===== src/rtl/kbd_pkg.sv =====
// Shared constants, FSM state encoding and key indexing for the 5x6 key-matrix scanner.
// Combinational helpers only; no latency and no backpressure.
package kbd_pkg;

    localparam int NUM_ROWS = 5;
    localparam int NUM_COLS = 6;
    localparam int NUM_KEYS = 30;
    localparam int KEY_W    = 5;

    typedef enum logic [2:0] {
        ST_IDLE,
        ST_DRIVE,
        ST_SAMPLE,
        ST_UPDATE,
        ST_NEXT
    } scan_state_t;

    typedef struct packed {
        logic [KEY_W-1:0] code;
        logic             press;
    } evt_t;

    function automatic logic [KEY_W-1:0] key_index(input logic [2:0] row, input logic [2:0] col);
        return KEY_W'(int'(row) * NUM_COLS + int'(col));
    endfunction

endpackage


===== src/rtl/kbd_evt_fifo.sv =====
// Show-ahead FIFO for key events; a push shows at the head one cycle later.
// Backpressure: pop_rdy low holds the head, and a push into a full FIFO is kept only if a pop happens that cycle.
module kbd_evt_fifo #(
    parameter int DEPTH = 4,
    parameter int W     = 6
) (
    input  logic         clk,
    input  logic         rst,
    input  logic         push_vld,
    input  logic [W-1:0] push_dat,
    output logic         push_drop,
    output logic         pop_vld,
    input  logic         pop_rdy,
    output logic [W-1:0] pop_dat
);

    localparam int AW = $clog2(DEPTH);

    logic [W-1:0]  mem [DEPTH];
    logic [AW-1:0] wr_ptr;
    logic [AW-1:0] rd_ptr;
    logic [AW:0]   count;
    logic [AW:0]   count_nxt;
    logic          vld_q;
    logic          full;
    logic          pop;
    logic          push_ok;

    assign full      = (count == (AW+1)'(DEPTH));
    assign pop       = vld_q && pop_rdy;
    assign push_ok   = push_vld && (!full || pop);
    assign push_drop = push_vld && !push_ok;
    assign count_nxt = count + (AW+1)'(push_ok) - (AW+1)'(pop);

    always_ff @(posedge clk) begin
        if (rst) begin
            wr_ptr <= '0;
            rd_ptr <= '0;
            count  <= '0;
            vld_q  <= 1'b0;
            for (int i = 0; i < DEPTH; i++) begin
                mem[i] <= '0;
            end
        end else begin
            if (push_ok) begin
                mem[wr_ptr] <= push_dat;
                wr_ptr      <= wr_ptr + AW'(1);
            end
            if (pop) begin
                rd_ptr <= rd_ptr + AW'(1);
            end
            count <= count_nxt;
            vld_q <= (count_nxt != '0);
        end
    end

    assign pop_vld = vld_q;
    assign pop_dat = mem[rd_ptr];

endmodule


===== src/rtl/kbd_scanner.sv =====
// Row-scan sequencer with per-key debounce, publishing key levels and a press/release event queue.
// Row period SETTLE_CYCLES+8; an event shows one cycle after its UPDATE cycle; events are dropped (evt_ovf) when the queue is full and not popped.
module kbd_scanner
    import kbd_pkg::*;
#(
    parameter int SETTLE_CYCLES  = 64,
    parameter int DEBOUNCE_SCANS = 4,
    parameter int EVT_DEPTH      = 4
) (
    input  logic                clk,
    input  logic                rst,
    input  logic                scan_en,
    output logic [NUM_ROWS-1:0] KBD_row,
    input  logic [NUM_COLS-1:0] KBD_col,
    output logic [NUM_KEYS-1:0] key_state,
    output logic                evt_valid,
    input  logic                evt_ready,
    output logic [KEY_W-1:0]    evt_code,
    output logic                evt_press,
    output logic                evt_ovf
);

    localparam int SW = $clog2(SETTLE_CYCLES);

    scan_state_t         state;
    scan_state_t         state_nxt;
    logic [2:0]          row;
    logic [2:0]          row_nxt;
    logic [2:0]          col;
    logic [SW-1:0]       settle_cnt;
    logic [NUM_COLS-1:0] col_s1;
    logic [NUM_COLS-1:0] col_s2;
    logic [NUM_COLS-1:0] col_raw;
    logic [NUM_KEYS-1:0] key_q;
    logic [2:0]          cnt [NUM_KEYS];
    logic [NUM_ROWS-1:0] row_q;
    logic [NUM_ROWS-1:0] row_strobe_nxt;
    logic                ovf_q;

    logic [KEY_W-1:0]    cur_key;
    logic                cur_raw;
    logic                disagree;
    logic                flip;
    evt_t                push_evt;
    evt_t                head_evt;
    logic                push_drop;

    always_ff @(posedge clk) begin
        if (rst) begin
            state <= ST_IDLE;
        end else begin
            state <= state_nxt;
        end
    end

    always_comb begin
        state_nxt = state;
        case (state)
            ST_IDLE:   if (scan_en) state_nxt = ST_DRIVE;
            ST_DRIVE:  if (settle_cnt == SW'(SETTLE_CYCLES - 1)) state_nxt = ST_SAMPLE;
            ST_SAMPLE: state_nxt = ST_UPDATE;
            ST_UPDATE: if (col == 3'(NUM_COLS - 1)) state_nxt = ST_NEXT;
            ST_NEXT:   state_nxt = scan_en ? ST_DRIVE : ST_IDLE;
            default:   state_nxt = ST_IDLE;
        endcase
    end

    // Parking resets the row so a restart always begins a fresh scan at row 0.
    always_comb begin
        row_nxt = row;
        if (state == ST_NEXT) begin
            row_nxt = (!scan_en || row == 3'(NUM_ROWS - 1)) ? 3'd0 : row + 3'd1;
        end
        row_strobe_nxt = '1;
        if (state_nxt == ST_DRIVE || state_nxt == ST_SAMPLE) begin
            row_strobe_nxt = ~(NUM_ROWS'(1) << row_nxt);
        end
    end

    assign cur_key  = key_index(row, col);
    assign cur_raw  = col_raw[col];
    assign disagree = (state == ST_UPDATE) && (cur_raw != key_q[cur_key]);
    assign flip     = disagree && (cnt[cur_key] == 3'(DEBOUNCE_SCANS - 1));
    assign push_evt = '{code: cur_key, press: ~key_q[cur_key]};

    always_ff @(posedge clk) begin
        if (rst) begin
            row        <= '0;
            col        <= '0;
            settle_cnt <= '0;
            col_s1     <= '1;
            col_s2     <= '1;
            col_raw    <= '0;
            key_q      <= '0;
            row_q      <= '1;
            ovf_q      <= 1'b0;
            for (int k = 0; k < NUM_KEYS; k++) begin
                cnt[k] <= '0;
            end
        end else begin
            col_s1     <= KBD_col;
            col_s2     <= col_s1;
            row        <= row_nxt;
            row_q      <= row_strobe_nxt;
            settle_cnt <= (state == ST_DRIVE) ? settle_cnt + SW'(1) : '0;
            col        <= (state == ST_UPDATE) ? col + 3'd1 : 3'd0;
            if (state == ST_SAMPLE) begin
                col_raw <= ~col_s2;
            end
            if (disagree) begin
                if (flip) begin
                    key_q[cur_key] <= ~key_q[cur_key];
                    cnt[cur_key]   <= '0;
                end else begin
                    cnt[cur_key] <= cnt[cur_key] + 3'd1;
                end
            end else if (state == ST_UPDATE) begin
                cnt[cur_key] <= '0;
            end
            if (push_drop) begin
                ovf_q <= 1'b1;
            end
        end
    end

    kbd_evt_fifo #(
        .DEPTH (EVT_DEPTH),
        .W     ($bits(evt_t))
    ) u_evt_fifo (
        .clk       (clk),
        .rst       (rst),
        .push_vld  (flip),
        .push_dat  (push_evt),
        .push_drop (push_drop),
        .pop_vld   (evt_valid),
        .pop_rdy   (evt_ready),
        .pop_dat   (head_evt)
    );

    assign KBD_row   = row_q;
    assign key_state = key_q;
    assign evt_code  = head_evt.code;
    assign evt_press = head_evt.press;
    assign evt_ovf   = ovf_q;

endmodule


===== config.mk =====
export PLATFORM = sky130hd
export DESIGN_NAME = kbd_scanner
export DESIGN_NICKNAME = d
export VERILOG_FILES = /design/src/rtl/kbd_pkg.sv /design/src/rtl/kbd_evt_fifo.sv /design/src/rtl/kbd_scanner.sv
export SDC_FILE = /design/constraint.sdc
export NUM_CORES = 1
export LEC_CHECK = 0
export ABC_AREA = 1
export CORE_MARGIN = 1
export CORE_UTILIZATION = 49
export CTS_BUF_LIST = sky130_fd_sc_hd__clkbuf_8
export CTS_CLUSTER_SIZE = 10
export DETAILED_ROUTE_END_ITERATION = 6
export PLACE_DENSITY = 0.67
export SYNTH_ARGS = -nofsm -noshare
export SYNTH_HDL_FRONTEND = slang
export SYNTH_SLANG_ARGS = --single-unit

===== constraint.sdc =====
create_clock -name clk -period 7.7 [get_ports clk]
set_input_delay 0.77 -clock clk [delete_from_list [all_inputs] [get_ports clk]]
set_output_delay 0.77 -clock clk [all_outputs]
set_load 0.03 [all_outputs]

; Word level (Yosys, flattened, before mapping)
; Memories as Yosys holds them, arrays and structs flattened. A register that Yosys moved wholly into a read port is not among the register bits.
; Index checks and enable logic that the tools add are counted.
[word_totals]
register_bits = 77
ramBits = 114
in_bits = 10
output_inout_bits = 43
mem_count = 2
[mem_list]
columns = memory, words, width, read_ports, rd_ports_with_merged_regs, wr, line_no
row1 = cnt, 30, 3, 1, 0, 30, kbd_scanner.sv:35  ; logic [2:0] cnt [NUM_KEYS];
row2 = u_evt_fifo.mem, 4, 6, 1, 1, 4, kbd_evt_fifo.sv:19  ; logic [W-1:0] mem [DEPTH];
[op_classes]
add_sub_neg = 9
multipliers = 1
order_cmp = 3
n_eq_ne = 12
n_shift = 1
n_mux = 41
bitwise_logic = 8
reduce_logical = 20
[ops]
columns = cell, n
row1 = $bwmux 30, 1
row2 = $mux 3, 8
row3 = $mux 1, 23
row4 = $pmux 3 s5, 1
row5 = $eq 3x2->1 const B, 4
row6 = $eq 3x3->1 const B, 4
row7 = $add 3x1->3 const B, 3
row8 = $add 6x1->6 const B, 1
row9 = $eq 3x1->1 const B, 2
row10 = $eq 6x6->1 const B, 1
row11 = $logic_and 1x1->1, 6
row12 = $lt 5x6->1 const B, 1
row13 = $mux 2, 3
row14 = $mux 6, 1
row15 = $not 6->6, 1
row16 = $reduce_or 2->1, 3
row17 = $reduce_or 6->1, 1
row18 = $add 5x3->5, 1
row19 = $bmux 1 s5, 1
row20 = $demux 1 s5, 1
row21 = $ge 5x1->1 const B, 1
row22 = $mux 5, 1
row23 = $not 5->5, 1
row24 = $shl 1x3->5 const A, 1
row25 = other kinds (15), 24

; Longest topological paths before layout
[depth]
ltp_word = 15
depth_mapped = 27
mapped_depth_nobuf = 27

; Modules after synthesis
; A second synthesis with hierarchy kept.
[hier_totals]
hier_cells = 1129
hier_area_um2 = 9601.7
[modules_own_cells]
columns = module, instances, cells_per_inst, area_per_inst_um2
row1 = kbd_scanner, 1, 969, 8059.0
row2 = kbd_evt_fifo, 1, 160, 1542.7

; Worst setup path after synthesis
; Ideal clock, no wire load.
[synth_timing]
kind = register -> register
startpoint = reg row[0]
endpoint = reg u_evt_fifo.vld_q, in the netlist u_evt_fifo.pop_vld
setup_ps = 119
arrival_ps = 4243
t_required_ps = 7581
path_slack_ps = 3338
stages_incl_launch_ff = 22
path_buffers = 2
synth_period_minus_slack_ps = 4362
path_cell_list = dfxtp_1 inv_1 ha_1 inv_1 fa_1 buf_2 buf_1 nor2_1 o21ai_0 nand4_1 or2_2 inv_1 ha_1 ha_1 inv_1 nor2_1 nand3_2 inv_1 ha_1 fa_1 o31ai_1 inv_1
[synth_between]
elab_chain_cells = 11
word_cells_on_any_way = 13
cone_classes = add/sub (3) / mul (1) / eq/ne (2) / mux (2) / reduce/logical (4) / memory (1)
[synth_lines]
columns = item, line_no
row1 = start: declaration, kbd_scanner.sv:27  ; logic [2:0] row;
row2 = start signal: assignment, kbd_scanner.sv:103  ; row <= row_nxt;
row3 = $mul 3x2->4 (*), kbd_pkg.sv:24  ; return KEY_W'(int'(row) * NUM_COLS + int'(col));
row4 = $add 5x3->5 (*), kbd_pkg.sv:24
row5 = $bmux 1 s5, kbd_scanner.sv:82  ; assign disagree = (state == ST_UPDATE) && (cur_raw != key_q[cur_key]);
row6 = $mux 1 (implied by the code), kbd_scanner.sv:82
row7 = $ne 1x1->1, kbd_scanner.sv:82
row8 = $logic_and 1x1->1, kbd_scanner.sv:82
row9 = $logic_and 1x1->1 (*), kbd_scanner.sv:83  ; assign flip = disagree && (cnt[cur_key] == 3'(DEBOUNCE_SCANS - 1));
row10 = $logic_and 1x1->1 (*), kbd_evt_fifo.sv:31  ; assign push_ok = push_vld && (!full || pop);
row11 = via u_evt_fifo.push_ok, kbd_evt_fifo.sv:27  ; logic push_ok;
row12 = $add 3x1->3 (*), kbd_evt_fifo.sv:33  ; assign count_nxt = count + (AW+1)'(push_ok) - (AW+1)'(pop);
row13 = $sub 3x1->3 (*), kbd_evt_fifo.sv:33
row14 = via u_evt_fifo.count_nxt[1], kbd_evt_fifo.sv:23  ; logic [AW:0] count_nxt;
row15 = $reduce_bool 3->1 (*), kbd_evt_fifo.sv:53  ; vld_q <= (count_nxt != '0);
row16 = end signal: assignment, kbd_evt_fifo.sv:53
row17 = end: declaration, kbd_evt_fifo.sv:24  ; logic vld_q;
; The timed path passes the listed nets; every way through them passes the cells marked *. The select of a mux whose other input is x is not followed.
; A chain may end at the register's enable or synchronous reset.

==> impl_metrics.toml <==
[critical_path]
worst_r2r_startpoint = "row[0]"
r2r_slack_ns = 2.45
reg2reg_to = "u_evt_fifo.mem[3][0]"
slowest_stage = "fa_1"
cp_common_cell = "inv_1"
worstPathArrival_ns = 5.55
reg2reg_depth = 18
crit_fanout = 62
path_delay_family = "adder cells"
crit_chain = "inv_1, ha_1, inv_1, fa_1, inv_1, nand2_1, inv_1, o21ai_0, nand4_1, or2_2, inv_1, ha_1, ha_1, inv_1, nor2_4, buf_4, nand4_4, nor2_1"
critPathKind = "register to register"
worstPathRequired_ns = 8.00
startpoint_type = "register"
crit_buf_inv = 7
cp-end-kind = "register"
slowest_delay_ns = 1.05

[cts]
clock_latency_ns = 0.47
cts_buffer_depth = 2
cts_resized = 0
cts_tree = "yes"
cts.sinks = 199
cts_setup_buffers = 0
cts_buffers = 17
cts_root_buffer = "clkbuf_8"
cts_htree_levels = 4
cts_hold_buf = 0
path_clk_slew_ns = 0.10

[placement]
dp_slack_ns = 2.556
dp.cells = 1328
gp_congestion = 0.9277
placed_area_sq_mm = 0.01003
port_buffers = 52
hpwlAfterDp_mm = 15.76

[grt]
grt.total_usage = 0.2422
grt_pass1_wl_mm = 36.91
grt_pass1_vias = 7083
grt-ovfl-total = 0
antenna_found_initial = 0
grt_max_degree = 63

[synth]
synth_top_flop_cell = "edfxtp_1"
yosysSeqAreaShare = 0.5507
postSynthCellCount = 1091
yosysUniqueCellTypes = 43
synth-edff-count = 120
synth-seq-cells = 199
async_flop_share = 0
yosys_warnings = 0
synth_fp_nets = 1115
synthesis.area_sq_mm = 0.009415
syn_avg_cell_area_sq_um = 8.630

[power]
powerDensity_mw_per_mm2 = 193.2
seqPwrFrac = 0.582
power.share.switching = 0.2372
p_leak_nw = 3.896
fin_total_pwr_mw = 2.016
p_clk_frac = 0.346
switching_power_mw = 0.4782
pwr-share-comb = 0.072
peakVddDrop_v = 0.0001709
p_int_mw = 1.538

[min_path]
hold_depth = 1
hp-start = "col_s1[1]"
min_to = "col_s2[1]"
hold_class = "register to register"

[routing]
routed_wirelength_mm = 22.78
routedWlPerCell_microns = 16.75
detail-route-antenna-nets = 0
drc_errors = 0
dr_total_vias = 7471
drt_first_pass_iters = 5
drtIter0Drc = 790
via_per_inst = 5.493

[timing]
fin_setup_tns_ns = 0
slew_violations = 0
fmax_ghz = 0.1905
setup_slack_ns = 2.452
rsz0062_at_grt = "false"
tightest_slew_ns = 1.018
layout_min_cycle_time_ns = 5.248
timing.hold.ws_ns = 0.4169
worst_clock_skew_ns = 0.01273
finalSetupViolations = 0
slew_headroom = 0.3198
timing_hold_violations_final = 0
finalCritPeriodShare = 0.6816

[die]
coreArea_sq_mm = 0.01877
std_cell_rows = 50
die_w_microns = 140.6
die_h_microns = 140.6
dieArea_sq_mm = 0.01977
io_pins = 53
initial_core_util = 0.5017

[layout]
drive_above_1_share = 0.07993
syn2layout_area_growth_pct = 10.84
antenna_cells = 0
final_area_sq_mm = 0.01044
layout.nets = 1137
utilization = 0.5561
instances_no_fill = 1360

[job]
drv_cap = 0

[run_status]
status = "complete, no violations"
## cells in the final DEF, fill, tap and decap left out, types with 9 or more instances in the layout
cell type / count
clkdlybuf4s50_1: 52
o22ai_1: 37
nand3_1: 40
ha_1: 11
dfxtp_1: 79
a21oi_1: 44
nor2_1: 184
nand2_1: 256
clkbuf_8: 17
inv_1: 98
nor3_2: 14
edfxtp_1: 120
buf_4: 9
or2_2: 17
nand4_1: 36
o21ai_0: 37
## layout make-up
class / count / area, sq um
clock buffers: 17 / 234.0
clock inverters: 15 / 175.2
fillers: 1754 / 8332
inverters: 104 / 390.4
multi-input cells: 730 / 3571
flip-flops and latches: 199 / 5185
well taps: 234 / 292.8
repair buffers: 61 / 588.1
## sequential cells by signal, indices dropped and copies added, names as in the netlist, named ones only
name,flops
key_state,30
u_evt_fifo.count,3
col_s1,6
row,3
cnt,96
KBD_row,5
u_evt_fifo.mem,24
evt_ovf,1
u_evt_fifo.pop_vld,1
col_raw,6
settle_cnt,6
u_evt_fifo.wr_ptr,2
col,3
u_evt_fifo.rd_ptr,2
state,3
col_s2,6
## cell usage after synthesis (2+ instances only)
cell / instances / area [sq um]
xnor2_1: 2 / 17.52
buf_1: 4 / 15.01
buf_6: 2 / 22.52
clkinv_1: 2 / 7.510
a22oi_1: 6 / 45.04
xor2_1: 3 / 26.28
o21ai_1: 5 / 25.02
nand4_1: 36 / 225.2
nor3_2: 14 / 140.1
buf_2: 23 / 115.1
nand2_2: 4 / 25.02
nor2_2: 2 / 12.51
nor3_1: 7 / 35.03
a221oi_1: 4 / 35.03
buf_4: 4 / 30.03
or2_2: 17 / 106.4
fa_1: 3 / 60.06
a21oi_1: 44 / 220.2
dfxtp_1: 79 / 1582
nand2_1: 256 / 960.9
a22o_1: 2 / 17.52
ha_1: 11 / 137.6
nor2_1: 185 / 694.4
o21ai_0: 37 / 185.2
clkbuf_1: 25 / 93.84
edfxtp_1: 120 / 3603
nor3b_1: 3 / 22.52
inv_2: 5 / 18.77
o22ai_1: 37 / 231.5
inv_1: 97 / 364.1
nand3_1: 40 / 200.2
## power by group through the flow
stage               clock network [mW]  registers [mW]  logic [mW]
floorplan                            0            1.20      0.0993
global placement                     0            1.20       0.144
detailed placement                   0            1.20       0.145
CTS                              0.708            1.17       0.146
global route                     0.744            1.18       0.162
finish                           0.697            1.17       0.145
## how the worst max path moves through the flow
| stage | from | end | slack (ns) | depth (start not counted) |
|---|---|---|---|---|
| after floorplan | row[0] | u_evt_fifo.pop_vld | 3.34 | 21 |
| after global placement | row[0] | u_evt_fifo.mem[3][0] | 2.74 | 18 |
| after detailed placement | row[0] | u_evt_fifo.mem[0][2] | 2.56 | 18 |
| after CTS | row[0] | u_evt_fifo.mem[1][0] | 2.53 | 18 |
| after global routing | row[0] | u_evt_fifo.mem[2][5] | 2.04 | 18 |
| final | row[0] | u_evt_fifo.mem[3][0] | 2.45 | 18 |
## layer usage
layer / share of wire / up-vias / GRT usage / wire length, microns
li1: - / 3659 / - / -
met1: 0.44 / 3509 / 0.3232 / 9966
met2: 0.48 / 268 / 0.3998 / 10870
met3: 0.064 / 35 / 0.03601 / 1447
met4: 0.022 / 0 / 0.09325 / 500
met5: 0 / - / 0 / 0
## cells by family after synthesis
group,Yosys count,share of synthesized area
AND/OR/NAND/NOR,569,0.2643
buffers and inverters,162,0.07083
AO/OA/AOI/OAI,141,0.08558
flip-flops,199,0.5507
adder cells (fa/ha/maj),14,0.02100
XOR/XNOR,6,0.007576
(Power assumes the default switching activity.)
